`src/rtl/rot_ctrl_if.sv`:
```
// DMA byte read/write handshake between the rotation sequencer (master) and the DMA engine (slave).
interface rot_ctrl_if #(
  parameter int AW = 32
);
  logic          O_ROTCTRL_RD_REQ;
  logic [AW-1:0] O_ROTCTRL_RD_ADDR;
  logic          I_ROTCTRL_RD_ACK;
  logic [7:0]    I_ROTCTRL_RD_DATA;
  logic          O_ROTCTRL_WR_REQ;
  logic [AW-1:0] O_ROTCTRL_WR_ADDR;
  logic [7:0]    O_ROTCTRL_WR_DATA;
  logic          I_ROTCTRL_WR_ACK;

  modport master (
    output O_ROTCTRL_RD_REQ, O_ROTCTRL_RD_ADDR, O_ROTCTRL_WR_REQ,
    output O_ROTCTRL_WR_ADDR, O_ROTCTRL_WR_DATA,
    input  I_ROTCTRL_RD_ACK, I_ROTCTRL_RD_DATA, I_ROTCTRL_WR_ACK
  );

  modport slave (
    input  O_ROTCTRL_RD_REQ, O_ROTCTRL_RD_ADDR, O_ROTCTRL_WR_REQ,
    input  O_ROTCTRL_WR_ADDR, O_ROTCTRL_WR_DATA,
    output I_ROTCTRL_RD_ACK, I_ROTCTRL_RD_DATA, I_ROTCTRL_WR_ACK
  );
endinterface

```
`src/rtl/rot_ctrl.sv`:
```
// Rotation sequencer: walks the source image row-major, one DMA read + rotated write per pixel.
// Optional busy-cycle counter enabled by ROT_CTRL_PERF_CNT_EN.
//
// state | meaning
// IDLE  | waiting for a rising edge on start
// LOAD  | latch configuration, report rotated dimensions
// READ  | read request for pixel (x,y) outstanding
// WRITE | write request for captured pixel outstanding
// DONE  | one-cycle completion pulse
module rot_ctrl #(
  parameter int AW    = 32,
  parameter int DIM_W = 16
) (
  input  logic             I_ROTCTRL_PCLK,
  input  logic             I_ROTCTRL_PRESET,
  input  logic [AW-1:0]    I_ROTCTRL_DMA_SRC_IMG,
  input  logic [AW-1:0]    I_ROTCTRL_DMA_DST_IMG,
  input  logic [DIM_W-1:0] I_ROTCTRL_ROT_IMG_H,
  input  logic [DIM_W-1:0] I_ROTCTRL_ROT_IMG_W,
  input  logic [1:0]       I_ROTCTRL_ROT_IMG_MODE,
  input  logic             I_ROTCTRL_ROT_IMG_DIR,
  input  logic             I_ROTCTRL_CTRL_START,
  input  logic             I_ROTCTRL_CTRL_RESET,
  rot_ctrl_if.master       dma,
  output logic [DIM_W-1:0] O_ROTCTRL_ROT_IMG_NEW_H,
  output logic [DIM_W-1:0] O_ROTCTRL_ROT_IMG_NEW_W,
  output logic             O_ROTCTRL_BUSY,
  output logic             O_ROTCTRL_DONE,
  output logic [31:0]      O_ROTCTRL_CYCLE_CNT
);
  localparam logic [2:0] S_IDLE  = 3'd0;
  localparam logic [2:0] S_LOAD  = 3'd1;
  localparam logic [2:0] S_READ  = 3'd2;
  localparam logic [2:0] S_WRITE = 3'd3;
  localparam logic [2:0] S_DONE  = 3'd4;
  localparam logic [DIM_W-1:0] D_ONE = DIM_W'(1);
  localparam logic [AW-1:0]    A_ONE = AW'(1);

  logic [2:0]       state_q, state_d;
  logic             start_q;
  logic [AW-1:0]    src_q, src_d, dst_q, dst_d;
  logic [DIM_W-1:0] h_q, h_d, w_q, w_d, x_q, x_d, y_q, y_d;
  logic [1:0]       r_q, r_d;
  logic [AW-1:0]    lin_q, lin_d, xh_q, xh_d, hw_q, hw_d;
  logic [7:0]       data_q, data_d;
  logic [DIM_W-1:0] new_h_q, new_h_d, new_w_q, new_w_d;
  logic             rd_req_q, rd_req_d, wr_req_q, wr_req_d;
  logic             busy_q, busy_d, done_q, done_d;
  logic             start_ev;
  logic [1:0]       rot;
  logic [AW-1:0]    h_ext, y_ext, wr_off;

  assign start_ev = I_ROTCTRL_CTRL_START & ~start_q;
  assign rot      = I_ROTCTRL_ROT_IMG_DIR ? (2'd0 - I_ROTCTRL_ROT_IMG_MODE) : I_ROTCTRL_ROT_IMG_MODE;

  always_comb begin
    state_d = state_q;
    src_d   = src_q;
    dst_d   = dst_q;
    h_d     = h_q;
    w_d     = w_q;
    r_d     = r_q;
    x_d     = x_q;
    y_d     = y_q;
    lin_d   = lin_q;
    xh_d    = xh_q;
    hw_d    = hw_q;
    data_d  = data_q;
    new_h_d = new_h_q;
    new_w_d = new_w_q;
    case (state_q)
      S_IDLE: if (start_ev) state_d = S_LOAD;
      S_LOAD: begin
        src_d   = I_ROTCTRL_DMA_SRC_IMG;
        dst_d   = I_ROTCTRL_DMA_DST_IMG;
        h_d     = I_ROTCTRL_ROT_IMG_H;
        w_d     = I_ROTCTRL_ROT_IMG_W;
        r_d     = rot;
        hw_d    = AW'(I_ROTCTRL_ROT_IMG_H) * AW'(I_ROTCTRL_ROT_IMG_W);
        new_h_d = rot[0] ? I_ROTCTRL_ROT_IMG_W : I_ROTCTRL_ROT_IMG_H;
        new_w_d = rot[0] ? I_ROTCTRL_ROT_IMG_H : I_ROTCTRL_ROT_IMG_W;
        x_d     = '0;
        y_d     = '0;
        lin_d   = '0;
        xh_d    = '0;
        state_d = (I_ROTCTRL_ROT_IMG_H == '0 || I_ROTCTRL_ROT_IMG_W == '0) ? S_DONE : S_READ;
      end
      S_READ: if (dma.I_ROTCTRL_RD_ACK) begin
        data_d  = dma.I_ROTCTRL_RD_DATA;
        state_d = S_WRITE;
      end
      S_WRITE: if (dma.I_ROTCTRL_WR_ACK) begin
        // lin tracks y*W+x and xh tracks x*H, so no multiplier sits in the pixel loop
        lin_d = lin_q + A_ONE;
        if (x_q == w_q - D_ONE) begin
          x_d  = '0;
          xh_d = '0;
          if (y_q == h_q - D_ONE) begin
            state_d = S_DONE;
          end else begin
            y_d     = y_q + D_ONE;
            state_d = S_READ;
          end
        end else begin
          x_d     = x_q + D_ONE;
          xh_d    = xh_q + AW'(h_q);
          state_d = S_READ;
        end
      end
      S_DONE:  state_d = S_IDLE;
      default: state_d = S_IDLE;
    endcase
    if (I_ROTCTRL_CTRL_RESET) begin
      state_d = S_IDLE;
      src_d   = '0;
      dst_d   = '0;
      h_d     = '0;
      w_d     = '0;
      r_d     = '0;
      x_d     = '0;
      y_d     = '0;
      lin_d   = '0;
      xh_d    = '0;
      hw_d    = '0;
      data_d  = '0;
    end
    rd_req_d = (state_d == S_READ);
    wr_req_d = (state_d == S_WRITE);
    busy_d   = (state_d != S_IDLE);
    done_d   = (state_d == S_DONE);
  end

  always_ff @(posedge I_ROTCTRL_PCLK) begin
    if (I_ROTCTRL_PRESET) begin
      state_q  <= S_IDLE;
      start_q  <= 1'b0;
      src_q    <= '0;
      dst_q    <= '0;
      h_q      <= '0;
      w_q      <= '0;
      r_q      <= '0;
      x_q      <= '0;
      y_q      <= '0;
      lin_q    <= '0;
      xh_q     <= '0;
      hw_q     <= '0;
      data_q   <= '0;
      new_h_q  <= '0;
      new_w_q  <= '0;
      rd_req_q <= 1'b0;
      wr_req_q <= 1'b0;
      busy_q   <= 1'b0;
      done_q   <= 1'b0;
    end else begin
      state_q  <= state_d;
      start_q  <= I_ROTCTRL_CTRL_START;
      src_q    <= src_d;
      dst_q    <= dst_d;
      h_q      <= h_d;
      w_q      <= w_d;
      r_q      <= r_d;
      x_q      <= x_d;
      y_q      <= y_d;
      lin_q    <= lin_d;
      xh_q     <= xh_d;
      hw_q     <= hw_d;
      data_q   <= data_d;
      new_h_q  <= new_h_d;
      new_w_q  <= new_w_d;
      rd_req_q <= rd_req_d;
      wr_req_q <= wr_req_d;
      busy_q   <= busy_d;
      done_q   <= done_d;
    end
  end

  // Rotated offsets rewritten in terms of lin = y*W+x and xh = x*H
  always_comb begin
    h_ext = AW'(h_q);
    y_ext = AW'(y_q);
    case (r_q)
      2'd1:    wr_off = xh_q + h_ext - A_ONE - y_ext;
      2'd2:    wr_off = hw_q - A_ONE - lin_q;
      2'd3:    wr_off = hw_q - h_ext - xh_q + y_ext;
      default: wr_off = lin_q;
    endcase
  end

  assign dma.O_ROTCTRL_RD_REQ  = rd_req_q;
  assign dma.O_ROTCTRL_RD_ADDR = src_q + lin_q;
  assign dma.O_ROTCTRL_WR_REQ  = wr_req_q;
  assign dma.O_ROTCTRL_WR_ADDR = dst_q + wr_off;
  assign dma.O_ROTCTRL_WR_DATA = data_q;
  assign O_ROTCTRL_ROT_IMG_NEW_H = new_h_q;
  assign O_ROTCTRL_ROT_IMG_NEW_W = new_w_q;
  assign O_ROTCTRL_BUSY = busy_q;
  assign O_ROTCTRL_DONE = done_q;

`ifdef ROT_CTRL_PERF_CNT_EN
  logic [31:0] cnt_q;
  always_ff @(posedge I_ROTCTRL_PCLK) begin
    if (I_ROTCTRL_PRESET || I_ROTCTRL_CTRL_RESET) begin
      cnt_q <= '0;
    end else if (state_q == S_LOAD) begin
      cnt_q <= '0;
    end else if (busy_q && cnt_q != 32'hFFFF_FFFF) begin
      cnt_q <= cnt_q + 32'd1;
    end
  end
  assign O_ROTCTRL_CYCLE_CNT = cnt_q;
`else
  assign O_ROTCTRL_CYCLE_CNT = 32'd0;
`endif
endmodule

```
`src/flat_wrapper.sv`:
```
// flat-port wrapper written by rule: the top's interface ports become plain ports
module rot_ctrl_flat 
#(
  parameter int AW    = 32,
  parameter int DIM_W = 16
)
  (I_ROTCTRL_PCLK, I_ROTCTRL_PRESET, I_ROTCTRL_DMA_SRC_IMG, I_ROTCTRL_DMA_DST_IMG, I_ROTCTRL_ROT_IMG_H, I_ROTCTRL_ROT_IMG_W, I_ROTCTRL_ROT_IMG_MODE, I_ROTCTRL_ROT_IMG_DIR, I_ROTCTRL_CTRL_START, I_ROTCTRL_CTRL_RESET, O_ROTCTRL_ROT_IMG_NEW_H, O_ROTCTRL_ROT_IMG_NEW_W, O_ROTCTRL_BUSY, O_ROTCTRL_DONE, O_ROTCTRL_CYCLE_CNT, dma_O_ROTCTRL_RD_REQ, dma_O_ROTCTRL_RD_ADDR, dma_O_ROTCTRL_WR_REQ, dma_O_ROTCTRL_WR_ADDR, dma_O_ROTCTRL_WR_DATA, dma_I_ROTCTRL_RD_ACK, dma_I_ROTCTRL_RD_DATA, dma_I_ROTCTRL_WR_ACK);
  rot_ctrl_if #(.AW(AW)) dma_i ();
  input  logic I_ROTCTRL_PCLK;
  input  logic I_ROTCTRL_PRESET;
  input  logic [AW-1:0] I_ROTCTRL_DMA_SRC_IMG;
  input  logic [AW-1:0] I_ROTCTRL_DMA_DST_IMG;
  input  logic [DIM_W-1:0] I_ROTCTRL_ROT_IMG_H;
  input  logic [DIM_W-1:0] I_ROTCTRL_ROT_IMG_W;
  input  logic [1:0] I_ROTCTRL_ROT_IMG_MODE;
  input  logic I_ROTCTRL_ROT_IMG_DIR;
  input  logic I_ROTCTRL_CTRL_START;
  input  logic I_ROTCTRL_CTRL_RESET;
  output logic [DIM_W-1:0] O_ROTCTRL_ROT_IMG_NEW_H;
  output logic [DIM_W-1:0] O_ROTCTRL_ROT_IMG_NEW_W;
  output logic O_ROTCTRL_BUSY;
  output logic O_ROTCTRL_DONE;
  output logic [31:0] O_ROTCTRL_CYCLE_CNT;
  output wire logic [$bits(dma_i.O_ROTCTRL_RD_REQ)-1:0] dma_O_ROTCTRL_RD_REQ;
  output wire logic [$bits(dma_i.O_ROTCTRL_RD_ADDR)-1:0] dma_O_ROTCTRL_RD_ADDR;
  output wire logic [$bits(dma_i.O_ROTCTRL_WR_REQ)-1:0] dma_O_ROTCTRL_WR_REQ;
  output wire logic [$bits(dma_i.O_ROTCTRL_WR_ADDR)-1:0] dma_O_ROTCTRL_WR_ADDR;
  output wire logic [$bits(dma_i.O_ROTCTRL_WR_DATA)-1:0] dma_O_ROTCTRL_WR_DATA;
  input wire logic [$bits(dma_i.I_ROTCTRL_RD_ACK)-1:0] dma_I_ROTCTRL_RD_ACK;
  input wire logic [$bits(dma_i.I_ROTCTRL_RD_DATA)-1:0] dma_I_ROTCTRL_RD_DATA;
  input wire logic [$bits(dma_i.I_ROTCTRL_WR_ACK)-1:0] dma_I_ROTCTRL_WR_ACK;
  assign dma_O_ROTCTRL_RD_REQ = dma_i.O_ROTCTRL_RD_REQ;
  assign dma_O_ROTCTRL_RD_ADDR = dma_i.O_ROTCTRL_RD_ADDR;
  assign dma_O_ROTCTRL_WR_REQ = dma_i.O_ROTCTRL_WR_REQ;
  assign dma_O_ROTCTRL_WR_ADDR = dma_i.O_ROTCTRL_WR_ADDR;
  assign dma_O_ROTCTRL_WR_DATA = dma_i.O_ROTCTRL_WR_DATA;
  assign dma_i.I_ROTCTRL_RD_ACK = dma_I_ROTCTRL_RD_ACK;
  assign dma_i.I_ROTCTRL_RD_DATA = dma_I_ROTCTRL_RD_DATA;
  assign dma_i.I_ROTCTRL_WR_ACK = dma_I_ROTCTRL_WR_ACK;
  rot_ctrl #(.AW(AW), .DIM_W(DIM_W)) u_core (.I_ROTCTRL_PCLK(I_ROTCTRL_PCLK), .I_ROTCTRL_PRESET(I_ROTCTRL_PRESET), .I_ROTCTRL_DMA_SRC_IMG(I_ROTCTRL_DMA_SRC_IMG), .I_ROTCTRL_DMA_DST_IMG(I_ROTCTRL_DMA_DST_IMG), .I_ROTCTRL_ROT_IMG_H(I_ROTCTRL_ROT_IMG_H), .I_ROTCTRL_ROT_IMG_W(I_ROTCTRL_ROT_IMG_W), .I_ROTCTRL_ROT_IMG_MODE(I_ROTCTRL_ROT_IMG_MODE), .I_ROTCTRL_ROT_IMG_DIR(I_ROTCTRL_ROT_IMG_DIR), .I_ROTCTRL_CTRL_START(I_ROTCTRL_CTRL_START), .I_ROTCTRL_CTRL_RESET(I_ROTCTRL_CTRL_RESET), .dma(dma_i), .O_ROTCTRL_ROT_IMG_NEW_H(O_ROTCTRL_ROT_IMG_NEW_H), .O_ROTCTRL_ROT_IMG_NEW_W(O_ROTCTRL_ROT_IMG_NEW_W), .O_ROTCTRL_BUSY(O_ROTCTRL_BUSY), .O_ROTCTRL_DONE(O_ROTCTRL_DONE), .O_ROTCTRL_CYCLE_CNT(O_ROTCTRL_CYCLE_CNT));
endmodule
```
`config.mk`:
```
export PLATFORM = sky130hd
export DESIGN_NAME = rot_ctrl_flat
export DESIGN_NICKNAME = d
export VERILOG_FILES = /design/src/rtl/rot_ctrl_if.sv /design/src/rtl/rot_ctrl.sv /design/src/flat_wrapper.sv
export SDC_FILE = /design/constraint.sdc
export NUM_CORES = 2
export LEC_CHECK = 0
export CAP_MARGIN = 40
export CORE_MARGIN = 3
export CORE_UTILIZATION = 40
export CTS_BUF_LIST = sky130_fd_sc_hd__clkbuf_8 sky130_fd_sc_hd__clkbuf_16
export CTS_CLUSTER_DIAMETER = 200
export DETAILED_ROUTE_END_ITERATION = 12
export SLEW_MARGIN = 20
export SYNTH_ARGS = -nofsm -noshare
export SYNTH_HDL_FRONTEND = slang
export SYNTH_SLANG_ARGS = --single-unit
export TNS_END_PERCENT = 30
```
`constraint.sdc`:
```
create_clock -name I_ROTCTRL_PCLK -period 9.3 [get_ports I_ROTCTRL_PCLK]
set_input_delay 1.86 -clock I_ROTCTRL_PCLK [delete_from_list [all_inputs] [get_ports I_ROTCTRL_PCLK]]
set_output_delay 1.86 -clock I_ROTCTRL_PCLK [all_outputs]
set_load 0.05 [all_outputs]
```
==> results.json <==
{
  "status": "complete, no violations",
  "postSynth.asyncResetShare_pct": 0,
  "cp_top_family": "compound AO/OA/AOI/OAI gates",
  "hp-class": "reg2reg",
  "slowest_delay_ns": 0.51,
  "post-synth-top-area-fraction_pct": 17.9,
  "overflow": 0,
  "r2r-start": "u_core.w_q[0]",
  "synth_area_leaders": "dfxtp_1 (18%), fa_1 (15%), ha_1 (13%), nand2_1 (6.6%), xnor2_1 (5.7%)",
  "areaGrowthSynthToFinish_pct": 18.5,
  "rows": 100,
  "grt_first_pass_wirelength_mm": 141,
  "vias": 26600,
  "htreeDepth": 2,
  "reg2reg_slack_ns": 5.05,
  "period_share_pct": 97.2,
  "first_global_vias": 26100,
  "antenna_found_initial": 1,
  "synth_compound_area_share_pct": 15.3,
  "setup_viol_count_final": 0,
  "synthesis.area_um2": 30600,
  "muxShareOfSynthArea_pct": 3.35,
  "powerDensity_nw_per_um2": 230,
  "gp_congestion": 0.884,
  "end_kind": "output pin",
  "synthAdderAreaFrac_pct": 27.8,
  "crit_path_start_kind": "flip-flop",
  "synth_area_per_cell_um2": 8.00,
  "antenna_left": 0,
  "min_from": "u_core.src_q[4]",
  "fin_crit_ns": 9.04,
  "synth-xor-area-share_pct": 8.00,
  "relSlewSlack_pct": 33.5,
  "dp_hpwl_mm": 69.3,
  "ir_drop_mv": 0.209,
  "first_pass_iters": 7,
  "die_y_um": 283,
  "critical_path.startpoint": "u_core.xh_q[0]",
  "setup_ws_ns": 0.260,
  "slowest_stage": "fa_1",
  "portBuffers": 220,
  "dpl_worst_slack_ns": 0.0559,
  "tightest_slew_ns": 0.997,
  "path_buf_inv": 4,
  "synth_seq_cells": 274,
  "grt_max_degree": 185,
  "wl_mm": 89.1,
  "drive_gt1_share_pct": 9.14,
  "seqPwrFrac_pct": 14.9,
  "clockBufferDepth": 3,
  "final_core_util_pct": 48.3,
  "cp.arrival_ns": 7.18,
  "grt_usage_pct": 22.1,
  "drc": 0,
  "pwr-share-comb_pct": 66.3,
  "die_w_um": 283,
  "routed_via_density": 5.23,
  "switching_share_pct": 45.1,
  "core_um2": 75200,
  "leakage_nw": 15.9,
  "p_int_mw": 4.59,
  "hold_buffers": 0,
  "dieArea_um2": 79900,
  "synth_top_family_by_area": "adder cells",
  "clkLatencyLatePin_ns": 0.58,
  "final.setup_skew_ns": 0.0283,
  "syn_inst": 3831,
  "dr.first_iter.drc_count": 1604,
  "ys.flop_type": "dfxtp_1",
  "crit_type": "reg2out",
  "drt-wirelength-per-cell_um": 17.5,
  "rsz0062_at_grt": "yes",
  "switching_power_mw": 3.76,
  "cp_common_cell": "inv_1",
  "start_util_pct": 40.7,
  "yosysUniqueCellTypes": 91,
  "clk_pin_slew_ns": 0.05,
  "worst-path-max-fanout": 4,
  "yosysSeqAreaShare_pct": 17.9,
  "hold_viol": 0,
  "synthSimpleGateAreaFrac_pct": 19.1,
  "critPathRequiredTime_ns": 7.44,
  "p_clk_share_pct": 18.8,
  "fmax_mhz": 111,
  "ios": 253,
  "clkSinkCount": 274,
  "yosys_warnings": 0,
  "nNetsFinal": 4701,
  "drv_slew": 0,
  "synth_edf_count": 0,
  "clockRootBuffer": "clkbuf_16",
  "synth.largest_area_cell": "dfxtp_1",
  "cts_tree": "done",
  "drv_cap": 0,
  "cts_made_buffers": 38
}
==> cell usage after synthesis (all sizes together), types with 7 or more instances <==
library cell  instances
buf                  52
o21a                 30
nor3                 54
o211ai               19
a221oi                7
nand3                67
o21bai               22
a211oi               68
o31ai                14
xor2                 81
o21ai               116
and2                109
xnor2               199
mux2i                44
and4                  7
or3                  16
a22oi                20
fa                  231
and3                 33
or4                  10
nor2b                19
o22ai                 8
a21oi               280
a21o                 77
mux4                 24
nor2                280
nor4                 39
nand2               537
nand4                32
ha                  312
dfxtp               274
clkbuf              151
a31oi                21
inv                 455
or2                   9
nand2b               29
==> flip-flops by register name (all words and copies together), names as in the netlist, 32 cells and up <==
| name | cells |
|---|---|
| u_core.dst_q | 32 |
| u_core.hw_q | 32 |
| u_core.lin_q | 32 |
| u_core.src_q | 32 |
| u_core.xh_q | 32 |
==> through the flow <==
stage	cells	area (um^2)	TNS [ns]	total power, mW	hold slack [ns]
after floorplan	3862	30800	0	5.45	0.440
after global placement	4974	34000	0	6.71	0.445
after detailed placement	4978	34100	0	6.74	0.452
after CTS	5060	35700	0	8.38	0.460
after global routing	5093	36300	-0.268	9.19	0.483
final	5094	36300	0	8.35	0.458
==> placed cells by master, fill, tap and decap left out, drive strengths merged, types with 54 or more instances in the layout <==
cell | netlist | routed
clkdlybuf4s50 | 0 | 207
nor2 | 280 | 280
nor3 | 54 | 54
a211oi | 68 | 68
nand2 | 537 | 537
dfxtp | 274 | 274
inv | 455 | 460
buf | 52 | 137
a21oi | 280 | 280
fa | 231 | 231
and2 | 109 | 109
xnor2 | 199 | 199
o21ai | 116 | 116
nand3 | 67 | 67
a21o | 77 | 77
ha | 312 | 312
xor2 | 81 | 81
==> logic make-up (layout without fill, tap and decap cells) <==
kind of cell	after synthesis	after routing
flops	274	274
simple gates	1261	1261
compound gates	742	742
xor+xnor	280	280
other cells	1	34
fa+ha+maj	543	543
buf+inv	658	868
mux	72	72
==> power groups by stage <==
stage,Clock [mW],Combinational (mW),Sequential (mW)
4_1_cts,1.61,5.53,1.24
6_report,1.57,5.53,1.24
3_5_place_dp,0,5.47,1.27
2_1_floorplan,0,4.17,1.27
5_1_grt,1.66,6.28,1.25
3_3_place_gp,0,5.44,1.27
==> path summary, 6_finish.rpt <==
kind                               end  cells past startpoint
max          dma_O_ROTCTRL_WR_ADDR[31]                     31
min                    u_core.src_q[4]                      2
max reg2reg      u_core.O_ROTCTRL_BUSY                     12
min reg2reg            u_core.src_q[4]                      2
==> cell type report <==
cell class	count	area [um^2]
fillers	7406	38900
multi-input cells	2930	23200
flip-flops and latches	274	5530
repair buffers	346	3280
inverters	455	1710
well taps	1020	1280
clock buffers	45	1060
clock inverters	22	268
diodes	2	5.00
==> worst reg2reg max path, stage by stage, from the launching register on <==
cell and delay, ns:
dfxtp_1 0.36, nor4_2 0.51, buf_4 0.26, and3_1 0.15, o21ai_0 0.07, a2111oi_0 0.44
nand3_1 0.22, a2111oi_1 0.81, nand3_1 0.27, o21ai_0 0.21, o21ai_0 0.12, nor3b_1 0.19
or3_1 0.48
==> routing by layer <==
layer	part of all wire (%)	up-vias	global-route usage [%]
li1	-	13200	-
met1	47	12700	31.0
met2	45	683	36.4
met3	5.5	104	2.44
met4	2.4	0	5.89
met5	0	-	0
==> what timing repair did <==
action	CTS	global route
gates resized for setup	48	77
gates cloned	0	0
pin swaps	28	60
setup buffers	15	32
endpoints found under the setup margin	5	7
No activity file was read; power rests on OpenSTA's default activity.
